$ cat config.mk
export PLATFORM = sky130hd
export DESIGN_NAME = regfile_datapath_n_flat
export DESIGN_NICKNAME = d
export VERILOG_FILES = /design/src/rtl/regfile_datapath_n_if.sv /design/src/rtl/regfile_datapath_n.sv /design/src/flat_wrapper.sv
export SDC_FILE = /design/constraint.sdc
export NUM_CORES = 2
export LEC_CHECK = 0
export CAP_MARGIN = 20
export CORE_MARGIN = 5
export CORE_UTILIZATION = 45
export CTS_CLUSTER_DIAMETER = 80
export DETAILED_ROUTE_END_ITERATION = 6
export PLACE_DENSITY = 0.63
export SETUP_SLACK_MARGIN = 0.15
export SYNTH_ARGS = -nofsm -noshare
export SYNTH_HDL_FRONTEND = slang
export SYNTH_SLANG_ARGS = --single-unit
export TNS_END_PERCENT = 20
$ cat constraint.sdc
create_clock -name clk -period 4.33 [get_ports clk]
set_clock_uncertainty 0.05 [all_clocks]
set_input_delay 0.866 -clock clk [delete_from_list [all_inputs] [get_ports clk]]
set_output_delay 0.866 -clock clk [all_outputs]
set_load 0.02 [all_outputs]
$ cat src/rtl/regfile_datapath_n_if.sv
`default_nettype none
// ============================================================================
//  Module      : regfile_datapath_n_if
//  Description : Board-side bundle for regfile_datapath_n. Carries the raw
//                buttons and switches into the datapath and the LED slice and
//                busy flag back out.
//                  btnl  raw button: load address register
//                  btnc  raw button: execute (immediate write or ALU op)
//                  btnd  raw button: advance LED slice select
//                  sw    16 switches: address fields, immediate or opcode
//                  led   16-bit slice of operand A
//                  busy  serial shift in progress
//                master = board / stimulus side, slave = datapath side.
//  Revision    : 1.0  initial release
// ============================================================================
interface regfile_datapath_n_if;
    logic        btnl;
    logic        btnc;
    logic        btnd;
    logic [15:0] sw;
    logic [15:0] led;
    logic        busy;

    modport master (output btnl, btnc, btnd, sw, input led, busy);
    modport slave  (input btnl, btnc, btnd, sw, output led, busy);
endinterface
`default_nettype wire

$ cat src/rtl/regfile_datapath_n.sv
`default_nettype none
// ============================================================================
//  Module      : regfile_datapath_n
//  Description : NREGS x XLEN register file with a three-field address
//                register, single-cycle ALU, multi-cycle serial shifter and a
//                16-bit LED window onto operand A. Buttons are debounced and
//                turned into one-shot pulses.
//  Ports       : clk   system clock, rising edge
//                btnu  synchronous active-high reset
//                bus   regfile_datapath_n_if.slave (buttons, sw, led, busy)
//  Revision    : 1.0  initial release
// ============================================================================
module regfile_datapath_n #(
    parameter int XLEN          = 32,
    parameter int NREGS         = 32,
    parameter int DEBOUNCE_CLKS = 0
) (
    input  logic                 clk,
    input  logic                 btnu,
    regfile_datapath_n_if.slave  bus
);
    localparam int c_AW   = $clog2(NREGS);
    localparam int c_SHW  = $clog2(XLEN);
    localparam int c_NSL  = XLEN / 16;
    localparam int c_SELW = (c_NSL > 1) ? $clog2(c_NSL) : 1;
    localparam int c_CNTW = (DEBOUNCE_CLKS > 0) ? $clog2(DEBOUNCE_CLKS + 1) : 1;

    localparam logic [c_CNTW-1:0] c_DB_MAX  = c_CNTW'(DEBOUNCE_CLKS);
    localparam logic [c_SELW-1:0] c_SEL_MAX = c_SELW'(c_NSL - 1);

    localparam logic [1:0] S_IDLE  = 2'd0;
    localparam logic [1:0] S_SHIFT = 2'd1;
    localparam logic [1:0] S_WB    = 2'd2;

    localparam logic [3:0] c_OP_AND = 4'b0000;
    localparam logic [3:0] c_OP_OR  = 4'b0001;
    localparam logic [3:0] c_OP_ADD = 4'b0010;
    localparam logic [3:0] c_OP_LTU = 4'b0011;
    localparam logic [3:0] c_OP_SUB = 4'b0110;
    localparam logic [3:0] c_OP_LT  = 4'b0111;
    localparam logic [3:0] c_OP_SRL = 4'b1000;
    localparam logic [3:0] c_OP_SLL = 4'b1001;
    localparam logic [3:0] c_OP_SRA = 4'b1010;
    localparam logic [3:0] c_OP_XOR = 4'b1101;

    // ------------------------------------------------------------------
    // Debounce + one-shot. Bit 0 = btnl, 1 = btnc, 2 = btnd.
    // ------------------------------------------------------------------
    logic [2:0] w_raw;
    logic [2:0] w_deb;
    logic [2:0] r_deb_q;
    logic [2:0] w_pulse;

    assign w_raw = {bus.btnd, bus.btnc, bus.btnl};

    for (genvar gi = 0; gi < 3; gi++) begin : g_deb
        logic [c_CNTW-1:0] r_cnt;
        logic              r_lvl;

        // The counter only runs while raw disagrees with the accepted level;
        // with DEBOUNCE_CLKS = 0 the level simply follows raw each edge.
        always_ff @(posedge clk) begin
            if (btnu) begin
                r_cnt <= '0;
                r_lvl <= 1'b0;
            end else if (w_raw[gi] != r_lvl) begin
                if (r_cnt == c_DB_MAX) begin
                    r_lvl <= w_raw[gi];
                    r_cnt <= '0;
                end else begin
                    r_cnt <= r_cnt + c_CNTW'(1);
                end
            end else begin
                r_cnt <= '0;
            end
        end

        assign w_deb[gi] = r_lvl;
    end

    always_ff @(posedge clk) begin
        if (btnu) r_deb_q <= '0;
        else      r_deb_q <= w_deb;
    end

    assign w_pulse = w_deb & ~r_deb_q;

    // ------------------------------------------------------------------
    // State
    // ------------------------------------------------------------------
    logic [XLEN-1:0]   r_regs [NREGS];
    logic [c_AW-1:0]   r_rs1, r_rs2, r_rd;
    logic [XLEN-1:0]   r_read_a, r_read_b;
    logic [c_SELW-1:0] r_sel;
    logic [1:0]        r_state;
    logic [XLEN-1:0]   r_sh;
    logic [c_SHW-1:0]  r_cnt;
    logic [1:0]        r_shop;

    logic              w_idle, w_load, w_exec, w_adv;
    logic              w_is_imm, w_is_shift;
    logic [3:0]        w_op;
    logic [XLEN-1:0]   w_imm, w_alu, w_sh_next, w_wdata;
    logic [c_SHW-1:0]  w_k;
    logic              w_we, w_we_eff;

    assign w_idle     = (r_state == S_IDLE);
    assign w_load     = w_pulse[0] & w_idle;
    assign w_exec     = w_pulse[1] & w_idle;
    assign w_adv      = w_pulse[2];
    assign w_op       = bus.sw[3:0];
    assign w_is_imm   = bus.sw[15];
    assign w_imm      = {{(XLEN-15){bus.sw[14]}}, bus.sw[14:0]};
    assign w_k        = r_read_b[c_SHW-1:0];
    assign w_is_shift = !w_is_imm &&
                        (w_op == c_OP_SRL || w_op == c_OP_SLL || w_op == c_OP_SRA);

    always_comb begin
        w_alu = r_read_a + r_read_b;
        case (w_op)
            c_OP_AND: w_alu = r_read_a & r_read_b;
            c_OP_OR:  w_alu = r_read_a | r_read_b;
            c_OP_SUB: w_alu = r_read_a - r_read_b;
            c_OP_XOR: w_alu = r_read_a ^ r_read_b;
            c_OP_LT:  w_alu = {{(XLEN-1){1'b0}}, ($signed(r_read_a) < $signed(r_read_b))};
            c_OP_LTU: w_alu = {{(XLEN-1){1'b0}}, (r_read_a < r_read_b)};
            default:  w_alu = r_read_a + r_read_b;
        endcase
    end

    // Shift type latched at launch: 00 SRL, 01 SLL, 10 SRA (opcode low bits).
    always_comb begin
        case (r_shop)
            2'b01:   w_sh_next = {r_sh[XLEN-2:0], 1'b0};
            2'b10:   w_sh_next = {r_sh[XLEN-1], r_sh[XLEN-1:1]};
            default: w_sh_next = {1'b0, r_sh[XLEN-1:1]};
        endcase
    end

    // Single write port. A zero-length shift writes operand A straight away.
    always_comb begin
        w_we    = 1'b0;
        w_wdata = '0;
        if (r_state == S_WB) begin
            w_we    = 1'b1;
            w_wdata = r_sh;
        end else if (w_exec) begin
            w_we    = !(w_is_shift && (w_k != '0));
            w_wdata = w_is_imm ? w_imm : (w_is_shift ? r_read_a : w_alu);
        end
    end

    // R0 is never written, so it keeps its reset value of zero.
    assign w_we_eff = w_we && (r_rd != '0);

    always_ff @(posedge clk) begin
        if (btnu) begin
            for (int i = 0; i < NREGS; i++) r_regs[i] <= '0;
        end else if (w_we_eff) begin
            r_regs[r_rd] <= w_wdata;
        end
    end

    // Operand reads forward a same-edge write so readA/readB never go stale.
    always_ff @(posedge clk) begin
        if (btnu) begin
            r_read_a <= '0;
            r_read_b <= '0;
        end else begin
            r_read_a <= (w_we_eff && r_rs1 == r_rd) ? w_wdata : r_regs[r_rs1];
            r_read_b <= (w_we_eff && r_rs2 == r_rd) ? w_wdata : r_regs[r_rs2];
        end
    end

    always_ff @(posedge clk) begin
        if (btnu) begin
            r_rs1 <= '0;
            r_rs2 <= '0;
            r_rd  <= '0;
            r_sel <= '0;
        end else if (w_load) begin
            r_rs1 <= bus.sw[c_AW-1:0];
            r_rs2 <= bus.sw[5 +: c_AW];
            r_rd  <= bus.sw[10 +: c_AW];
            r_sel <= '0;
        end else if (w_adv) begin
            r_sel <= (r_sel == c_SEL_MAX) ? '0 : r_sel + c_SELW'(1);
        end
    end

    always_ff @(posedge clk) begin
        if (btnu) begin
            r_state <= S_IDLE;
            r_sh    <= '0;
            r_cnt   <= '0;
            r_shop  <= 2'b00;
        end else begin
            case (r_state)
                S_IDLE: begin
                    if (w_exec && w_is_shift) begin
                        r_sh   <= r_read_a;
                        r_cnt  <= w_k;
                        r_shop <= w_op[1:0];
                        if (w_k != '0) r_state <= S_SHIFT;
                    end
                end
                S_SHIFT: begin
                    r_sh  <= w_sh_next;
                    r_cnt <= r_cnt - c_SHW'(1);
                    if (r_cnt == c_SHW'(1)) r_state <= S_WB;
                end
                S_WB:    r_state <= S_IDLE;
                default: r_state <= S_IDLE;
            endcase
        end
    end

    // ------------------------------------------------------------------
    // Outputs
    // ------------------------------------------------------------------
    logic [15:0] w_led;

    always_comb begin
        w_led = 16'h0000;
        for (int i = 0; i < c_NSL; i++) begin
            if (r_sel == c_SELW'(i)) w_led = r_read_a[16*i +: 16];
        end
    end

    assign bus.led  = w_led;
    assign bus.busy = !w_idle;

endmodule
`default_nettype wire
$ cat src/flat_wrapper.sv
// flat-port wrapper written by rule: the top's interface ports become plain ports
module regfile_datapath_n_flat 
#(
    parameter int XLEN          = 32,
    parameter int NREGS         = 32,
    parameter int DEBOUNCE_CLKS = 0
)
  (clk, btnu, bus_btnl, bus_btnc, bus_btnd, bus_sw, bus_led, bus_busy);
  regfile_datapath_n_if bus_i ();
  input  logic clk;
  input  logic btnu;
  input wire logic [$bits(bus_i.btnl)-1:0] bus_btnl;
  input wire logic [$bits(bus_i.btnc)-1:0] bus_btnc;
  input wire logic [$bits(bus_i.btnd)-1:0] bus_btnd;
  input wire logic [$bits(bus_i.sw)-1:0] bus_sw;
  output wire logic [$bits(bus_i.led)-1:0] bus_led;
  output wire logic [$bits(bus_i.busy)-1:0] bus_busy;
  assign bus_i.btnl = bus_btnl;
  assign bus_i.btnc = bus_btnc;
  assign bus_i.btnd = bus_btnd;
  assign bus_i.sw = bus_sw;
  assign bus_led = bus_i.led;
  assign bus_busy = bus_i.busy;
  regfile_datapath_n #(.XLEN(XLEN), .NREGS(NREGS), .DEBOUNCE_CLKS(DEBOUNCE_CLKS)) u_core (.clk(clk), .btnu(btnu), .bus(bus_i));
endmodule
After elaboration in Yosys (flattened, before gate mapping)
Memory sizes are Yosys's and may differ from the RTL's. A register that Yosys moved wholly into a read port is not among the register bits.
Index checks and enable logic that the tools add are counted.
- mux-type cells: 26
- reductions and logical operators: 26
- bitwise gates (word level): 13
- equal/unequal tests: 20
- add/sub/neg operators: 7
- magnitude comparators: 2
- operators by type and width (kind ; number):
    $mux 32 ; 6
    $pmux 32 s6 ; 1
    $pmux 32 s2 ; 2
    $lt 32x32->1 ; 2
    $add 32x32->32 ; 1
    $and 32x32->32 ; 1
    $or 32x32->32 ; 1
    $reduce_or 32->1 ; 1
    $sub 32x32->32 ; 1
    $xor 32x32->32 ; 1
    $eq 4x4->1 const B ; 4
    $mux 16 ; 1
    $mux 5 ; 2
    $pmux 5 s2 ; 1
    $reduce_and 2->1 ; 5
    $reduce_bool 5->1 ; 2
    $mux 1 ; 9
    $reduce_or 3->1 ; 3
    $eq 4x3->1 const B ; 2
    $mux 2 ; 3
    $ne 2x2->1 const B ; 3
    $not 1->1 ; 6
    $reduce_and 3->1 ; 2
    $eq 5x1->1 const B ; 1
    other kinds (19) ; 33
- word-level logic and storage cells: 111
- output and inout port bits: 17
- RAM bits: 1024
- memories kept: 1
- register bits after elaboration: 66
- memory list (memory ; words ; width ; rd ports ; clocked after memory_dff ; wr ports ; line ; text):
    u_core.r_regs ; 32 ; 32 ; 2 ; 2 ; 32 ; regfile_datapath_n.sv:91 ; logic [XLEN-1:0] r_regs [NREGS];

Logic depth before layout (Yosys ltp)
- depth after elaboration: 14
- gate-level depth with buffers: 14

Worst setup path after synthesis
No wires, ideal clock.
- path type: input port to flip-flop
- start point: in bus_sw[2]
- end point: mem u_core.r_regs[13][0] (enable)
- slack: 0.786 ns
- data required time: 3.886 ns
- path buffers: 1
- stages: 10
- arrival time: 3.100 ns
- cells stage by stage: buf_2 > nand2b_1 > nor2_1 > nand2_1 > o21ai_0 > a21oi_1 > nand2_1 > nor2_1 > nand2_1 > nand2b_1
- RTL lines (element ; line ; text):
    from (decl) ; flat_wrapper.sv:15 ; input wire logic [$bits(bus_i.sw)-1:0] bus_sw;
    to (decl) ; regfile_datapath_n.sv:91 ;

==> results.json <==
{
  "cp_data_required_time_ps": 4930,
  "cp.arrival_ps": 4950,
  "synth-edff-count": 1024,
  "place.gp.congestion": 1.02,
  "seqCellArea_um2": 33400,
  "synth_flop_cell": "edfxtp_1",
  "reg2reg_slack_ps": -20,
  "antenna_found_initial": 9,
  "synth.most_common_cell": "nor2_1",
  "ir_drop_v": 0.000421,
  "startpoint": "u_core.r_read_a[8]$_SDFF_PP0_",
  "cts_buffer_depth": 3,
  "start_kind": "register",
  "synth.area.top_cells": "edfxtp_1, mux4_2, nor2_1, dfxtp_1, a211oi_1",
  "tightest_slew_ps": 1120,
  "grtUsageMet1": 0.410,
  "drt_wl_total_um": 230000,
  "die_h_um": 384,
  "period_minus_slack_ps": 4350,
  "instances_no_fill": 6911,
  "syn2layout_area_growth_pct": 16.7,
  "drc": 0,
  "hpwl_um": 151000,
  "setup_viol": 1,
  "reg2reg_depth": 14,
  "hold_path_class": "in -> reg",
  "cts_max_level": 4,
  "synthCells": 4749,
  "synth.cell_area_um2": 62900,
  "grt_pass1_vias": 45350,
  "cts-root-buf": "clkbuf_16",
  "leakagePower_uw": 0.0240,
  "initial_core_util": 0.452,
  "io_pins": 38,
  "synth_top_area_cell": "edfxtp_1",
  "yosysWarningCount": 0,
  "filler_cell_count": 11581,
  "critPathMaxFanout": 33,
  "timing.rr.start": "u_core.r_read_a[8]$_SDFF_PP0_",
  "dp.cells": 6660,
  "fmax_mhz": 230,
  "viasPerCell": 6.64,
  "rsz0062_at_grt": "yes",
  "yosysSeqAreaShare": 0.530,
  "violations": "setup timing",
  "cts_buffers": 130,
  "ant_nets": 0,
  "slew_violations": 0,
  "synth_top_area_frac": 0.489,
  "grt_pass1_wl_um": 328000,
  "cts_hold_buf": 0,
  "path_clk_slew_ps": 60,
  "synth_cell_types": 95,
  "synth_seq_cells": 1154,
  "hold_violations": 0,
  "powerDensity_nw_per_um2": 395,
  "coreArea_um2": 139000,
  "wl_per_cell_um": 33.3,
  "tns_ps": -20.4,
  "cts.sinks": 1154,
  "syn_area_per_cell_um2": 13.2,
  "die_x_um": 384,
  "track_usage": 0.311,
  "rows": 137,
  "fin_crit_sh": 1.00,
  "r2r-end": "u_core.r_read_a[15]$_SDFF_PP0_",
  "async_flop_share": 0,
  "layout-drive-gt1-share": 0.280,
  "clock_latency_ps": 790,
  "met2_usage": 0.480,
  "drt-initial-drc-count": 6860,
  "cts_tree": "done",
  "slew_headroom": 0.256,
  "setup_slack_ps": -20.4,
  "grt_overflow": 0,
  "grt-busiest-layer": "met2",
  "whs_ps": 355,
  "post_dp_cell_area_um2": 69000,
  "cp-endpoint": "u_core.r_read_a[15]$_SDFF_PP0_",
  "vias": 45922,
  "first_pass_iters": 7,
  "fp.dieArea_um2": 147000,
  "max-cap-violations": 0,
  "multi_input_area_um2": 27800,
  "grt_max_degree": 130,
  "end_kind": "register",
  "io_buffer_count": 37,
  "fin_nets": 5039,
  "outcome": "complete, but fails checks",
  "synthTopCellsByCount": "nor2_1, edfxtp_1, mux4_2",
  "crit_type": "reg -> reg",
  "use_met3": 0.0795,
  "fin_area_um2": 73400
}
[layout by cell type (no fill, tap or decap), drive strengths merged, types with 100 or more instances in the layout]
cell / netlist / routed
nor2: 1134 / 1134
inv: 99 / 109
dfxtp: 130 / 130
o21ai: 116 / 116
nand2: 194 / 194
buf: 147 / 438
mux4: 640 / 640
a21oi: 127 / 127
a211oi: 173 / 173
clkbuf: 326 / 173
ha: 100 / 100
edfxtp: 1024 / 1024
[critical path, cell delays in order (launching register included)]
cell and delay, ps:
dfxtp_1 430, inv_1 130, ha_1 440, buf_4 170
nor3b_1 50, o31a_1 300, or2_1 300, nand2b_1 240
a21oi_1 230, o21ai_0 110, a2111oi_1 760, o31a_1 350
buf_12 240, a211oi_1 160, buf_4 240
[flip-flops by register name (all words and copies together) (netlist names)]
| register | count |
|---|---|
| u_core.r_deb_q | 3 |
| u_core.r_read_a | 32 |
| u_core.r_cnt | 5 |
| u_core.g_deb.r_cnt | 3 |
| u_core.r_read_b | 32 |
| u_core.r_rs1 | 5 |
| u_core.r_shop | 2 |
| u_core.r_regs | 1024 |
| u_core.r_sel | 1 |
| u_core.g_deb.r_lvl | 3 |
| u_core.r_state | 2 |
| u_core.r_rs2 | 5 |
| u_core.r_sh | 32 |
| u_core.r_rd | 5 |
[worst min path at each step]
stage	slack [ps]	start	end	depth (start not counted)
after floorplan	400	u_core.r_sh[31]$_SDFFE_PP0P_	u_core.r_sh[30]$_SDFFE_PP0P_	2
final	350	btnu	u_core.g_deb[0].r_lvl$_SDFFE_PP0P_	2
after CTS	310	btnu	u_core.g_deb[1].r_lvl$_SDFFE_PP0P_	2
after global routing	340	btnu	u_core.g_deb[1].r_lvl$_SDFFE_PP0P_	2
after detailed placement	430	u_core.r_shop[1]$_SDFFE_PP0P_	u_core.r_shop[1]$_SDFFE_PP0P_	2
after global placement	410	u_core.r_sh[31]$_SDFFE_PP0P_	u_core.r_sh[30]$_SDFFE_PP0P_	2
[cell families (layout without fill, tap and decap cells)]
logic type	Yosys count	after routing	share of synthesized area
and+or+nand+nor	1607	1607	0.107
muxes	648	648	0.230
AOI/OAI and AO/OA	637	637	0.0714
buffers and inverters	574	810	0.0366
DFF	1154	1154	0.530
xor gates and xnor gates	26	26	0.00362
other	1	51	0.0000596
adders and majority gates	102	102	0.0205
[metal layers]
layer | vias to the layer above | share of wire
met5 | - | 0.000052
met4 | 2 | 0.061
met3 | 591 | 0.12
met2 | 3279 | 0.46
met1 | 23532 | 0.36
li1 | 18518 | -
[area by class of cell]
cell class / count / share of cell area
Sequential cell: 1154 / 0.455
Clock inverter: 62 / 0.00895
Tap cell: 1876 / 0.0320
Inverter: 101 / 0.00517
Antenna cell: 16 / 0.000546
Clock buffer: 173 / 0.0486
Timing Repair Buffer: 474 / 0.0704
Multi-Input combinational cell: 3055 / 0.379
[repair_timing]
action | in CTS | in global routing
setup buffers | 0 | 0
setup endpoints to repair | 7 | 136
resized for setup | 7 | 8
[report_power, final]
| group | leakage [µW] | total, µW | internal [µW] | switching (µW) |
|---|---|---|---|---|
| registers | 0.0116 | 12900 | 12500 | 379 |
| clock network | 0.00206 | 11100 | 6380 | 4690 |
| logic | 0.0103 | 4980 | 2040 | 2950 |
| total | 0.0240 | 29000 | 20900 | 8020 |
[through the flow]
step            util  power, µW  worst slack, ps
4_1_cts        0.527      28900              183
3_3_place_gp   0.496      17900             -567
2_1_floorplan      -      15700              786
5_1_grt        0.527      29800             33.5
6_report       0.527      29000            -20.4
3_5_place_dp   0.496      18000             -402
Power figures use the tool's default switching activity.
